`src/rtl/arb_pkg.sv`:
```
// Shared types and width helpers for the request arbiter.
package arb_pkg;

  typedef enum logic [0:0] {
    IDLE,
    BUSY
  } arb_state_e;

  function automatic int unsigned id_width(int unsigned n);
    return (n > 1) ? $clog2(n) : 1;
  endfunction

  function automatic int unsigned cnt_width(int unsigned max_hold);
    return $clog2(max_hold + 1);
  endfunction

endpackage

```
`src/rtl/req_arbiter_if.sv`:
```
// Request/grant bundle between the requesters (master) and the arbiter (slave).
interface req_arbiter_if
  import arb_pkg::*;
#(
  parameter int unsigned NREQ = 4
) ();

  logic [NREQ-1:0]           REQ;
  logic [NREQ-1:0]           GNT;
  logic [id_width(NREQ)-1:0] GNT_ID;
  logic                      VLD;
  logic                      TIMEOUT;

  modport master (
    output REQ,
    input  GNT,
    input  GNT_ID,
    input  VLD,
    input  TIMEOUT
  );

  modport slave (
    input  REQ,
    output GNT,
    output GNT_ID,
    output VLD,
    output TIMEOUT
  );

endinterface

```
`src/rtl/req_prio_sel.sv`:
```
// Combinational first-set-bit search over a request vector, starting at start_i and
// walking ascending or descending with wrap-around.
module req_prio_sel
  import arb_pkg::*;
#(
  parameter int unsigned NREQ      = 4,
  parameter bit          Ascending = 1'b0,
  localparam int unsigned IdW      = id_width(NREQ)
) (
  input  logic [NREQ-1:0] req_i,
  input  logic [IdW-1:0]  start_i,
  output logic [IdW-1:0]  idx_o,
  output logic            found_o
);

  int unsigned j;

  always_comb begin
    idx_o   = '0;
    found_o = 1'b0;
    j       = 0;
    for (int unsigned k = 0; k < NREQ; k++) begin
      j = Ascending ? (32'(start_i) + k) % NREQ : (32'(start_i) + NREQ - k) % NREQ;
      if (!found_o && req_i[j[IdW-1:0]]) begin
        idx_o   = j[IdW-1:0];
        found_o = 1'b1;
      end
    end
  end

endmodule

```
`src/rtl/req_arbiter.sv`:
```
// Registered one-hot arbiter with grant hold and hold-time limit.
// REQ_ARBITER_ROUND_ROBIN_EN selects rotating priority instead of highest-index-wins + masking.
module req_arbiter
  import arb_pkg::*;
#(
  parameter int unsigned NREQ     = 4,
  parameter int unsigned MAX_HOLD = 8
) (
  input logic         clk,
  input logic         rst,
  req_arbiter_if.slave arb_io
);

  localparam int unsigned IdW  = id_width(NREQ);
  localparam int unsigned CntW = cnt_width(MAX_HOLD);

  arb_state_e       state_q, state_d;
  logic [CntW-1:0]  cnt_q, cnt_d;
  logic [NREQ-1:0]  gnt_q, gnt_d;
  logic [IdW-1:0]   id_q, id_d;
  logic             vld_q, vld_d;
  logic             to_q, to_d;

  logic [NREQ-1:0]  cand;
  logic [IdW-1:0]   start;
  logic [IdW-1:0]   win_idx;
  logic             win_found;

`ifdef REQ_ARBITER_ROUND_ROBIN_EN
  logic [IdW-1:0]   ptr_q, ptr_d;

  assign cand  = arb_io.REQ;
  assign start = IdW'((32'(ptr_q) + 1) % NREQ);

  req_prio_sel #(
    .NREQ      (NREQ),
    .Ascending (1'b1)
  ) u_sel (
    .req_i   (cand),
    .start_i (start),
    .idx_o   (win_idx),
    .found_o (win_found)
  );
`else
  logic [NREQ-1:0]  mask_q, mask_d;

  // A masked-out sole requester still wins: fall back to the raw vector.
  assign cand  = ((arb_io.REQ & ~mask_q) != '0) ? (arb_io.REQ & ~mask_q) : arb_io.REQ;
  assign start = IdW'(NREQ - 1);

  req_prio_sel #(
    .NREQ      (NREQ),
    .Ascending (1'b0)
  ) u_sel (
    .req_i   (cand),
    .start_i (start),
    .idx_o   (win_idx),
    .found_o (win_found)
  );
`endif

  always_comb begin
    state_d = state_q;
    cnt_d   = cnt_q;
    gnt_d   = gnt_q;
    id_d    = id_q;
    vld_d   = vld_q;
    to_d    = 1'b0;
`ifdef REQ_ARBITER_ROUND_ROBIN_EN
    ptr_d   = ptr_q;
`else
    mask_d  = mask_q;
`endif
    unique case (state_q)
      IDLE: begin
        if (win_found) begin
          gnt_d          = '0;
          gnt_d[win_idx] = 1'b1;
          id_d           = win_idx;
          vld_d          = 1'b1;
          cnt_d          = CntW'(1);
          state_d        = BUSY;
`ifdef REQ_ARBITER_ROUND_ROBIN_EN
          ptr_d          = win_idx;
`else
          mask_d         = '0;
`endif
        end
      end
      BUSY: begin
        if (!arb_io.REQ[id_q]) begin
          gnt_d   = '0;
          vld_d   = 1'b0;
          state_d = IDLE;
`ifndef REQ_ARBITER_ROUND_ROBIN_EN
          mask_d  = '0;
`endif
        end else if (cnt_q == CntW'(MAX_HOLD)) begin
          gnt_d   = '0;
          vld_d   = 1'b0;
          to_d    = 1'b1;
          state_d = IDLE;
`ifndef REQ_ARBITER_ROUND_ROBIN_EN
          mask_d       = '0;
          mask_d[id_q] = 1'b1;
`endif
        end else begin
          cnt_d = cnt_q + CntW'(1);
        end
      end
      default: state_d = IDLE;
    endcase
  end

  always_ff @(posedge clk) begin
    if (rst) begin
      state_q <= IDLE;
      cnt_q   <= '0;
      gnt_q   <= '0;
      id_q    <= '0;
      vld_q   <= 1'b0;
      to_q    <= 1'b0;
`ifdef REQ_ARBITER_ROUND_ROBIN_EN
      ptr_q   <= IdW'(NREQ - 1);
`else
      mask_q  <= '0;
`endif
    end else begin
      state_q <= state_d;
      cnt_q   <= cnt_d;
      gnt_q   <= gnt_d;
      id_q    <= id_d;
      vld_q   <= vld_d;
      to_q    <= to_d;
`ifdef REQ_ARBITER_ROUND_ROBIN_EN
      ptr_q   <= ptr_d;
`else
      mask_q  <= mask_d;
`endif
    end
  end

  assign arb_io.GNT     = gnt_q;
  assign arb_io.GNT_ID  = id_q;
  assign arb_io.VLD     = vld_q;
  assign arb_io.TIMEOUT = to_q;

endmodule

```
`src/flat_wrapper.sv`:
```
// flat-port wrapper written by rule: the top's interface ports become plain ports
module req_arbiter_flat import arb_pkg::*;
#(
  parameter int unsigned NREQ     = 4,
  parameter int unsigned MAX_HOLD = 8
)
  (clk, rst, arb_io_REQ, arb_io_GNT, arb_io_GNT_ID, arb_io_VLD, arb_io_TIMEOUT);
  req_arbiter_if #(.NREQ(NREQ)) arb_io_i ();
  input logic clk;
  input logic rst;
  input wire logic [$bits(arb_io_i.REQ)-1:0] arb_io_REQ;
  output wire logic [$bits(arb_io_i.GNT)-1:0] arb_io_GNT;
  output wire logic [$bits(arb_io_i.GNT_ID)-1:0] arb_io_GNT_ID;
  output wire logic [$bits(arb_io_i.VLD)-1:0] arb_io_VLD;
  output wire logic [$bits(arb_io_i.TIMEOUT)-1:0] arb_io_TIMEOUT;
  assign arb_io_i.REQ = arb_io_REQ;
  assign arb_io_GNT = arb_io_i.GNT;
  assign arb_io_GNT_ID = arb_io_i.GNT_ID;
  assign arb_io_VLD = arb_io_i.VLD;
  assign arb_io_TIMEOUT = arb_io_i.TIMEOUT;
  req_arbiter #(.NREQ(NREQ), .MAX_HOLD(MAX_HOLD)) u_core (.clk(clk), .rst(rst), .arb_io(arb_io_i));
endmodule
```
`config.mk`:
```
export PLATFORM = sky130hd
export DESIGN_NAME = req_arbiter_flat
export DESIGN_NICKNAME = d
export VERILOG_FILES = /design/src/rtl/arb_pkg.sv /design/src/rtl/req_arbiter_if.sv /design/src/rtl/req_prio_sel.sv /design/src/rtl/req_arbiter.sv /design/src/flat_wrapper.sv
export SDC_FILE = /design/constraint.sdc
export NUM_CORES = 1
export LEC_CHECK = 0
export BUFFER_PORTS_ARGS = -buffer_cell sky130_fd_sc_hd__buf_2
export CELL_PAD_IN_SITES_DETAIL_PLACEMENT = 1
export CELL_PAD_IN_SITES_GLOBAL_PLACEMENT = 1
export CORE_AREA = 4 4 54 56
export CTS_CLUSTER_DIAMETER = 150
export DETAILED_ROUTE_END_ITERATION = 6
export DIE_AREA = 0 0 58 60
export PLACE_DENSITY = 0.77
export SYNTH_ARGS = -nofsm -noshare
export SYNTH_HDL_FRONTEND = slang
export SYNTH_SLANG_ARGS = --single-unit
```
`constraint.sdc`:
```
create_clock -name clk -period 1.97 [get_ports clk]
set_input_delay 0.0985 -clock clk [delete_from_list [all_inputs] [get_ports clk]]
set_output_delay 0.0985 -clock clk [all_outputs]
set_load 0.01 [all_outputs]
```
### After elaboration in Yosys (flattened, before gate mapping)

Cells that the tools add are included.

* multipliers: 0
* mux-type cells: 36
* div/mod/pow operators: 0
* eq/ne operators: 5
* bitwise gates (word level): 4
* shifts and indexed selects: 0
* $lt $le $gt $ge: 4
* reduce and logical (&&, ||, !) cells: 13
* add/sub/neg operators: 1

Operators with widths (count)
* $mux 4: 10
* $pmux 4 s2: 3
* $mux 1: 14
* $mux 2: 4
* $lt 2x3->1 const B: 2
* $ne 2x2->1 const B: 3
* $logic_and 1x1->1: 5
* $add 4x1->4 const B: 1
* $and 4x4->4: 1
* $demux 1 s2: 2
* $eq 4x4->1 const B: 1
* $ge 2x1->1 const B: 2
* $not 4->4: 1
* $pmux 1 s2: 2
* $reduce_and 2->1: 2
* $reduce_bool 4->1: 1
* $logic_not 1->1: 3
* $ne 3x3->1 const B: 1
* $reduce_and 3->1: 1
* $reduce_or 3->1: 1
* $bmux 1 s2: 1
* $not 1->1: 2

* logic and storage cells: 70
* RAM bits: 0
* input bits: 6
* bits in registers: 17
* ROM bits: 0
* bits in latches: 0
* output and inout bits: 8
* memories: 0

### Longest topological paths before layout

Gate-level depths: netlist of run 1.

* depth after elaboration: 20
* gate-level depth with buffers: 6
* depth with buffers taken out: 6

### Modules after synthesis

From an unflattened synthesis of run 1, not the netlist that was laid out.

* cell total of the unflattened synthesis: 110
* area total of the unflattened synthesis: 938.4 um^2

Modules (own cells, without submodules)
* req_arbiter: cells each 97, seq. area each 340.3 um^2, times used 1, area an instance 855.8 um^2
* req_prio_sel: cells each 13, seq. area each 0.0 um^2, times used 1, area an instance 82.6 um^2

### Worst setup path after synthesis of run 1

OpenSTA, ideal clock, no wires.

* path type: register to register
* start point: register u_core.id_q[1] (netlist: u_core.arb_io.GNT_ID[1])
* end point: register u_core.mask_q[0]
* required time: 1.898 ns
* buffers on the path: 0
* data arrival time: 1.502 ns
* cell stages (with the launch flop): 6
* clock period less this slack: 1.574 ns
* path slack: 0.396 ns
* library setup time: 0.072 ns
* cells stage by stage: dfxtp_1 mux2i_1 o22ai_2 o21a_2 a21oi_4 mux2i_1

* cells in the longest elaborated chain, start to end: 7
* elaborated cells between the ends (all ways): 12
* those cells by class: 2 x order compare; 1 x eq/ne; 7 x mux; 2 x reduce/logical

RTL lines
* start: declaration: line req_arbiter.sv:20 `logic [IdW-1:0] id_q, id_d;`
* start signal: assignment: line req_arbiter.sv:132 `id_q <= id_d;`
* $lt 2x3->1 (implied by the code) / $ge 2x1->1 (equally long branches): line req_arbiter.sv:105 `mask_d[id_q] = 1'b1;`
* $logic_and 1x1->1 (implied by the code): line req_arbiter.sv:105
* $mux 1 (implied by the code): line req_arbiter.sv:105
* $demux 1 s2: line req_arbiter.sv:105
* $mux 4: line req_arbiter.sv:98 `end else if (cnt_q == CntW'(MAX_HOLD)) begin`
* $mux 4: line req_arbiter.sv:91 `if (!arb_io.REQ[id_q]) begin`
* $pmux 4 s2: line req_arbiter.sv:74 `unique case (state_q)`
* end signal: assignment: line req_arbiter.sv:138 `mask_q <= mask_d;`
* end: declaration: line req_arbiter.sv:45 `logic [NREQ-1:0] mask_q, mask_d;`

Parallel ways exist; a longest one is shown, timed or not. The select of a mux whose other input is x is not followed.
A chain may end at the register's enable or synchronous reset.

### Final worst setup path of run 1

* start point: register u_core.mask_q[0]
* end point: register u_core.gnt_q[2] (netlist: u_core.arb_io.GNT[2])

* cells in the longest elaborated chain, start to end: 20
* elaborated cells between the ends (all ways): 27
* those cells by class: 2 x order compare; 1 x eq/ne; 13 x mux; 2 x bitwise; 9 x reduce/logical

RTL lines
* $not 4->4 *: line req_arbiter.sv:48 `assign cand = ((arb_io.REQ & ~mask_q) != '0) ? (arb_io.REQ & ~mask_q) : arb_io.REQ;`
* $and 4x4->4 *: line req_arbiter.sv:48
* $reduce_bool 4->1: line req_arbiter.sv:48
* $mux 4 *: line req_arbiter.sv:48
* $mux 1: line req_prio_sel.sv:24 `if (!found_o && req_i[j[IdW-1:0]]) begin`
* $logic_not 1->1: line req_prio_sel.sv:24
* $logic_and 1x1->1: line req_prio_sel.sv:24
* $mux 1: line req_prio_sel.sv:24
* [4 not listed]
* $logic_and 1x1->1: line req_prio_sel.sv:24
* $mux 2: line req_prio_sel.sv:24
* $lt 2x3->1 (implied by the code) / $ge 2x1->1 (equally long branches): line req_arbiter.sv:78 `gnt_d[win_idx] = 1'b1;`
* $logic_and 1x1->1 (implied by the code): line req_arbiter.sv:78
* $mux 1 (implied by the code): line req_arbiter.sv:78
* $demux 1 s2: line req_arbiter.sv:78
* $mux 4: line req_arbiter.sv:76 `if (win_found) begin`
* $pmux 4 s2: line req_arbiter.sv:74
* end signal: assignment: line req_arbiter.sv:131 `gnt_q <= gnt_d;`
* end: declaration: line req_arbiter.sv:19 `logic [NREQ-1:0] gnt_q, gnt_d;`

Every way passes the cells marked *; elsewhere a longest branch is shown, timed or not. The select of a mux whose other input is x is not followed.

==> results of run 1 <==
-- sequential cells by signal, indices dropped and copies added (netlist names) --
name	flops
u_core.arb_io.GNT	4
u_core.arb_io.GNT_ID	2
u_core.arb_io.TIMEOUT	1
u_core.arb_io.VLD	1
u_core.cnt_q	4
u_core.mask_q	4
u_core.state_q	1
-- cells in the final DEF (no fill, tap or decap), drive strengths merged, types with 5 or more instances in the layout --
cell type | netlist | layout
o32ai | 5 | 5
nand2b | 6 | 6
a21oi | 6 | 6
dfxtp | 17 | 17
buf | 0 | 16
inv | 11 | 11
o21ai | 9 | 9
nand2 | 7 | 7
mux2i | 6 | 6
-- power groups by stage --
stage	clock, W	combinational (W)	sequential (W)
after floorplan	0	0.000120	0.000387
after global placement	0	0.000162	0.000387
after detailed placement	0	0.000170	0.000388
after CTS	0.000204	0.000171	0.000380
after global routing	0.000221	0.000197	0.000384
final	0.000195	0.000182	0.000380
-- metal layers --
metal | track usage (%) | routed length (um)
met1 | 17.5 | 1030
met3 | 2.81 | 80
met4 | 11.6 | 71
met5 | 0 | 0
met2 | 30.2 | 1370
-- cell type report --
type / count / area, um2
inverters: 11 / 41.3
multi-input cells: 72 / 594
fillers: 302 / 1290
flip-flops and latches: 17 / 340
clock buffers: 4 / 26.3
repair buffers: 16 / 100
well taps: 30 / 37.5
-- worst max-delay path by stage --
stage,from,endpoint,slack [ns],depth (start not counted)
2_1_floorplan,u_core.arb_io.GNT_ID[1],u_core.mask_q[0],0.40,5
3_3_place_gp,u_core.arb_io.GNT_ID[1],u_core.mask_q[0],0.22,5
3_5_place_dp,u_core.arb_io.GNT_ID[1],u_core.mask_q[0],0.12,5
4_1_cts,u_core.arb_io.GNT_ID[1],u_core.mask_q[0],0.09,5
5_1_grt,u_core.arb_io.GNT_ID[1],u_core.mask_q[1],0.07,6
6_report,u_core.mask_q[0],u_core.arb_io.GNT[2],0.22,6
-- worst max-delay path, stage by stage (launching register included) --
cell and delay [ns]:
dfxtp_1 0.35, and2b_1 0.30, o21ai_2 0.10, a2111oi_4 0.45, a21oi_4 0.11, buf_12 0.16, o32ai_2 0.19
-- per-stage QoR --
| stage | hold WS [ns] | total power [W] | std cells | util [%] |
|---|---|---|---|---|
| after global placement | 0.452 | 0.000549 | 145 | 45.0 |
| after CTS | 0.153 | 0.000755 | 149 | 46.0 |
| after floorplan | 0.272 | 0.000507 | 103 | - |
| final | 0.159 | 0.000757 | 150 | 46.9 |
| after global routing | 0.140 | 0.000802 | 150 | 46.9 |
| after detailed placement | 0.478 | 0.000558 | 145 | 45.0 |
-- kinds of logic after synthesis --
kind of cell,after synthesis,share of synthesized area [%]
adder cells (fa/ha/maj),2,2.48
flip-flops,17,33.8
AND/OR/NAND/NOR,32,20.6
AO/OA/AOI/OAI,32,29.9
buffers and inverters,14,7.21
multiplexers,6,5.96
-- what timing repair did --
item,CTS,global route
setup endpoints to repair,0,2
gates resized for setup,0,0
buffers inserted,0,1
hold buffers,0,0
==> results.md, run 1 <==
* Status: completed
* Global-route wire length before repair at 4230 um
* RSZ-0062 raised after global routing: no
* Switch Pwr at 0.000238 W
* Die area at approximately 3500 um2
* Clock-pin slew on the worst setup and hold paths at 0.10 ns
* FF-to-FF Start: u_core.mask_q[0]
* Yosys top cell area share at 33.8%
* Worst-Margin Slew at approximately 0.53 ns
* Sw frac at a little under a third
* Total congestion overflow at 0
* Starting Density at between 40% and 50%
* Post-synth EDFFs at 0
* Wire per inst at 17.0 um
* FF-to-FF End: u_core.arb_io.GNT[2]
* DR vias at 840
* Share of layout cells above drive strength 1 at 29.2%
* Most frequent cell after synthesis: dfxtp_1
* Register area share after synthesis at 33.8%
* Antenna diode count at 0
* Initial antenna violation count at 0
* Pwr Density at 664 nW/um2
* Crit path time final at ~1.8 ns
* Internal at 0.000518 W
* Main area contributors after synthesis: dfxtp_1 34%, o32ai_2 6.5%, mux2i_1 6.0%
* GP Congestion at 0.806
* Top Ports at 14
* Sequential power share at 50.2%
* TNS Setup at 0 ns
* Setup crit end kind: flip-flop
* Core ar. at 2430 um2
* Clock latency on the worst-skew pair at around 0.30 ns
* Worst Setup Slack post-DPL at roughly 0.12 ns
* Cell accounting for the most synthesized area: dfxtp_1
* Routed vias/inst at 5.60
* CTS tree: yes
* First-pass iteration count of the detailed router at 4
* CP Max Fanout at 8
* Die height at 60 um
* Synth Area per Inst at 9.78 um2
* DR DRC count at 0
* Final HPWL DP at 1960 um
* Syn nets at 111
* Largest net degree at the start of global routing at 24
* End of the worst hold path: u_core.arb_io.GNT[2]
* CTS H-tree lvls at 1
* Async SR Flop Fraction at 0%
* Die X at 58 um
* Startpoint types: flip-flop
* Reg2reg path depth at 6
* Fmax at 570 MHz
* Vias in the first global route at 904
* Final hold violation count at 0
* R2R Setup Slk at ~0.22 ns
* Worst Skew at 0.00325 ns
* Root Driver: clkbuf_4
* Synth Flop Type: dfxtp_1
* Tot GR Track Use at between 15 and 20%
* Lkg Pwr at roughly 0.44 nW
* Syn Inst Count at just over 100
* CTS Buf Count at 3
* Arrival @ worst endpoint at slightly below 2 ns
* Crit share post-route at 89.0%
* Final instance area at 1140 um2
* I/O Buffers at 13
* Initial drt markers at 10
* Final setup viols at 0
* Yosys reg bits at 17
* CP Class: reg -> reg
* Placed cell areas at 1090 um2
* Final #Nets at 129
* CTS Sinks at 17
* Relative max-transition margin at ~65%
* Comb power frac at 24.0%
* Routed Antenna Nets at 0
* Ys Warns at 0
* Worst hold path type: in -> reg
* VDD IR max at 418 uV
* Synth Cell Area at 1010 um2
* Synth top cells by count: 17 x dfxtp_1, 11 x inv_1, 7 x nand2_1, 6 x mux2i_1, 6 x nand2b_1
* # rows at 18
* Final Max Slew Viols at 0
* Crit path required time at between 2 and 2.5 ns
* Drt total wl at between 2000 and 3000 um
* Min-delay src: arb_io_REQ[2]
* Max clock buf depth at 2
* Setup ws final at 0.216 ns
* Distinct cell type count after synthesis at 40
* Hold depth at 3
* Area Overhead vs Synth at 13.2%
* Max-cap violations at 0
* Clock share of power at 25.8%
No activity file was read; power rests on OpenSTA's default activity.
==> inputs of run 2 (changes only) <==
--- a/config.mk
+++ b/config.mk
@@ -6,7 +6,7 @@
 export NUM_CORES = 1
 export LEC_CHECK = 0
 export BUFFER_PORTS_ARGS = -buffer_cell sky130_fd_sc_hd__buf_2
-export CELL_PAD_IN_SITES_DETAIL_PLACEMENT = 1
+export CELL_PAD_IN_SITES_DETAIL_PLACEMENT = 0
 export CELL_PAD_IN_SITES_GLOBAL_PLACEMENT = 1
 export CORE_AREA = 4 4 54 56
 export CTS_CLUSTER_DIAMETER = 150
@@ -16,3 +16,4 @@
 export SYNTH_ARGS = -nofsm -noshare
 export SYNTH_HDL_FRONTEND = slang
 export SYNTH_SLANG_ARGS = --single-unit
+export TNS_END_PERCENT = 50
==> results.md, run 2 (same netlist as run 1, synthesis figures left out) <==
* Area of the multi-input gates at between 500 and 600 um2
* Fmax at 559 MHz
* Largest net degree at the start of global routing at 24
* Placed cell areas at 1090 um2
* CTS resizes at 0
* Max clock buf depth at 2
* Max-cap violations at 0
* Status: completed
* Clock latency on the worst-skew pair at 0.29 ns
* Pwr Density at 652 nW/um2
* DR DRC count at 0
* Starting Density at around two fifths
* Global-route wire length before repair at 3610 um
* Worst hold margin at 0.145 ns
* Die X at ~58 um
* RSZ-0062 raised after global routing: no
* Crit path time final at approximately 1.8 ns
* DR vias at 795
* GP Congestion at 0.806
* Final HPWL DP at 1640 um
* CTS tree: yes
* Lkg Pwr at between 0.4 and 0.5 nW
* Antenna diode count at 0
* Relative max-transition margin at 70.2%
* Wire per inst at around 14 um
* CP Class: reg -> reg
* Crit share post-route at 90.9%
* Worst Setup Slack post-DPL at 0.210 ns
* Drt total wl at around 2100 um
* Initial antenna violation count at 0
* First-pass iteration count of the detailed router at 4
* Clock-pin slew on the worst setup and hold paths at 0.10 ns
* CTS Sinks at 17
* CTS H-tree lvls at 1
* Most frequent cells in the layout: 17 x dfxtp_1, 13 x buf_2, 11 x inv_1
* Total congestion overflow at 0
* Root Driver: clkbuf_4
* Total power at 0.000731 W
* Worst hold path type: in -> reg
* VDD IR max at 388 uV
* Final Max Slew Viols at 0
* Area Overhead vs Synth at 11.3%
* Arrival @ worst endpoint at 2.01 ns
* Worst Skew at 0.00693 ns
* I/O Buffers at 13
* Final instance area at 1120 um2
* Share of layout cells above drive strength 1 at 29.4%
* Setup ws final at 0.180 ns
* Initial drt markers at 16
* Worst-Margin Slew at 0.443 ns
* Startpoint types: flip-flop
* Routed Antenna Nets at 0
* Tot GR Track Use at 13.8%
* Crit path required time at between 2 and 2.5 ns
* Sequential Area at 340 um2
* CP Max Fanout at 8
* Top Ports at 14
* Die area at 3480 um2
* Fillers at ~240
* Post-CTS setup buffers at 0
* Routed vias/inst at 5.34
* Core ar. at 2430 um2
* TNS Setup at 0 ns
* Hold Buf Count CTS at 0
* Vias in the first global route at 814
* Final #Nets at 128
* Setup crit end kind: flip-flop
* Final setup viols at 0
* Die height at about 60 um
* CTS Buf Count at 3
* # rows at 18
* Final hold violation count at 0
* Most common cell after layout, fill and taps aside: dfxtp_1
run 2: critical path, stage by stage (launching register included):
cell	delay (ns)
dfxtp_1	0.48
mux2i_1	0.33
o22ai_2	0.14
o21a_2	0.21
a21oi_4	0.35
mux2i_1	0.22
run 2: path summary, 6_finish.rpt:
| kind | from | to | slack (ns) | cells past startpoint |
|---|---|---|---|---|
| max | u_core.arb_io.GNT_ID[1] | u_core.mask_q[1] | 0.18 | 5 |
| max reg2reg | u_core.arb_io.GNT_ID[1] | u_core.mask_q[1] | 0.18 | 5 |
| min | arb_io_REQ[2] | u_core.arb_io.GNT[2] | 0.15 | 3 |
| min reg2reg | u_core.arb_io.VLD | u_core.arb_io.VLD | 0.49 | 2 |
run 2: layout make-up:
class	count	area share [%]
sequential	17	30.4
inverter	11	3.68
tap	30	3.35
multi-input combinational	72	53.0
clock buffer	3	2.01
clock inverter	1	0.446
timing repair buffer	15	7.14
run 2: routing by layer:
metal | part of all wire, % | routed length (um) | vias to the layer above | GRT usage, %
met5 | 0 | 0 | - | 0
met4 | 0.95 | 20 | 0 | 2.98
met3 | 4.3 | 91 | 2 | 3.89
met2 | 53 | 1120 | 15 | 27.7
met1 | 41 | 866 | 369 | 14.0
li1 | - | - | 409 | -
run 2: report_power, final:
group	leakage [nW]	internal [W]	total [W]	switching, W
Combinational	0.271	0.0000680	0.000164	0.0000965
Clock	0.0177	0.0000755	0.000187	0.000112
Sequential	0.139	0.000362	0.000379	0.0000171
Total	0.428	0.000505	0.000731	0.000226
run 2: through the flow:
| stage | std cells | util, % |
|---|---|---|
| global placement | 145 | 45.0 |
| detailed placement | 145 | 45.0 |
| CTS | 149 | 46.1 |
| floorplan | 103 | - |
| global route | 149 | 46.1 |
| finish | 149 | 46.1 |
==> inputs of run 3 (changes only) <==
--- a/config.mk
+++ b/config.mk
@@ -13,6 +13,7 @@
 export DETAILED_ROUTE_END_ITERATION = 6
 export DIE_AREA = 0 0 58 60
 export PLACE_DENSITY = 0.77
+export REMOVE_ABC_BUFFERS = 1
 export SYNTH_ARGS = -nofsm -noshare
 export SYNTH_HDL_FRONTEND = slang
 export SYNTH_SLANG_ARGS = --single-unit
==> results.md, run 3 (same netlist as run 1, synthesis figures left out) <==
* VDD IR max at 379 uV
* Tot GR Track Use at between 10% and 20%
* Buffers plus inverters on the worst setup path at 1
* Final #Nets at 128
* Top Ports at 14
* DR vias at ~830
* CTS Sinks at 17
* Sw frac at 31.9%
* CTS tree: yes
* Hold Buf Count CTS at 0
* Status: completed
* Drt total wl at ~2300 um
* Routed Antenna Nets at 0
* Cell family with most CP delay: compound AO/OA/AOI/OAI gates
* Crit share post-route at 90.8%
* # rows at 18
* TNS Setup at 0 ns
* Arrival @ worst endpoint at ~2 ns
* Relative max-transition margin at 70.5%
* Routed vias/inst at 5.58
* Initial drt markers at 22
* Worst hold path type: in -> reg
* Comb power frac at 23.4%
* Internal at 0.000514 W
* Die height at about 60 um
* Initial antenna violation count at 0
* Wire per inst at ~15 um
* Pwr Density at roughly 670 nW/um2
* I/O Buffers at 13
* Clock-pin slew on the worst setup and hold paths at 0.11 ns
* Startpoint types: flip-flop
* Share of layout cells above drive strength 1 at 29.4%
* Max-cap violations at 0
* GP Congestion at 0.810
* First-pass iteration count of the detailed router at 5
* CP Cell Sequence: and2b_1 > o21ai_2 > a2111oi_4 > a21oi_4 > buf_12 > o32ai_2
* Worst-Margin Slew at about 0.44 ns
* Antenna diode count at 0
* Global-route wire length before repair at 3770 um
* CP Max Fanout at 8
* Slowest-stage cell, CP: a2111oi_4
* Total congestion overflow at 0
* Crit path time final at between 1.5 and 2 ns
* Most frequent cells in the layout: 17 x dfxtp_1, 13 x buf_2, 11 x inv_1
* Post-Layout Cell Count at between 100 and 150
* Most common cell after layout, fill and taps aside: dfxtp_1
* Die area at between 3000 and 4000 um2
* Switch Pwr at 0.000241 W
* DR DRC count at 0
* Starting Density at 41.4%
* Fmax at 559 MHz
* Final Max Slew Viols at 0
* Cells after DPL at 144
* Die X at ~58 um
* Sequential power share at 50.2%
* Area Overhead vs Synth at 12.5%
* CP Class: reg -> reg
* Worst Skew at 0.000714 ns
* Final setup viols at 0
* Final HPWL DP at between 1500 and 2000 um
* Clock latency on the worst-skew pair at 0.30 ns
* Lkg Pwr at 0.433 nW
* Core ar. at 2430 um2
* Max clock buf depth at 2
* RSZ-0062 raised after global routing: no
* Largest net degree at the start of global routing at 24
* Clock share of power at 26.4%
* CTS H-tree lvls at 1
* CTS Buf Count at 3
* Setup crit end kind: flip-flop
* Root Driver: clkbuf_4
* Final hold violation count at 0
* Largest stage delay on the critical path at about 0.49 ns
* Crit path required time at ~2.2 ns
* Vias in the first global route at 835
==> run 3: cell counts in the layout (fill, tap and decap cells not counted) <==
No cell type changed its count.
==> run 3: cell type report <==
cell class	count	area, um2
Clock buffer	3	22.5
Clock inverter	1	5.00
Fill cell	244	1300
Inverter	11	41.3
Multi-Input combinational cell	72	594
Sequential cell	17	340
Tap cell	30	37.5
Timing Repair Buffer	15	92.6
==> run 3: metal layers <==
| layer | global-route usage [%] | wire length [um] | vias to the layer above |
|---|---|---|---|
| met2 | 26.8 | 1100 | 29 |
| met1 | 15.5 | 969 | 386 |
| met4 | 7.28 | 71 | 0 |
| met3 | 2.38 | 120 | 10 |
| met5 | 0 | 0 | - |
| li1 | - | - | 406 |
==> run 3: path summary, 6_finish.rpt <==
check	startpoint	to	slack [ns]	depth (start not counted)
max reg2reg	u_core.mask_q[0]	u_core.arb_io.GNT[2]	0.18	6
min reg2reg	u_core.arb_io.GNT[3]	u_core.arb_io.GNT[3]	0.50	2
max	u_core.mask_q[0]	u_core.arb_io.GNT[2]	0.18	6
min	arb_io_REQ[2]	u_core.arb_io.GNT[2]	0.15	3
==> run 3: power groups by stage <==
| stage | combinational, W | clock, W | sequential [W] |
|---|---|---|---|
| 5_1_grt | 0.000193 | 0.000215 | 0.000383 |
| 3_3_place_gp | 0.000161 | 0 | 0.000386 |
| 6_report | 0.000177 | 0.000199 | 0.000380 |
| 3_5_place_dp | 0.000166 | 0 | 0.000387 |
| 2_1_floorplan | 0.000104 | 0 | 0.000392 |
| 4_1_cts | 0.000167 | 0.000201 | 0.000380 |
==> run 3: stage by stage <==
stage	instance area, um2	hold slack (ns)	utilization (%)	power (W)	worst slack (ns)
2_1_floorplan	976	0.168	-	0.000496	0.396
3_3_place_gp	1090	0.468	44.7	0.000547	0.282
3_5_place_dp	1090	0.482	44.7	0.000553	0.183
4_1_cts	1110	0.156	45.8	0.000748	0.127
5_1_grt	1130	0.146	46.6	0.000790	0.0791
6_report	1130	0.151	46.6	0.000756	0.181
==> run 3: timing repair <==
| item | CTS | global route |
|---|---|---|
| endpoints found under the hold margin | 0 | 0 |
| setup endpoints to repair | 0 | 2 |
| resized for setup | 0 | 0 |
| setup buffers | 0 | 1 |
==> run 3: worst reg2reg max path: stages, from the launching register on <==
cell and delay, ns:
dfxtp_1 0.35, and2b_1 0.30, o21ai_2 0.11, a2111oi_4 0.49
a21oi_4 0.11, buf_12 0.16, o32ai_2 0.19
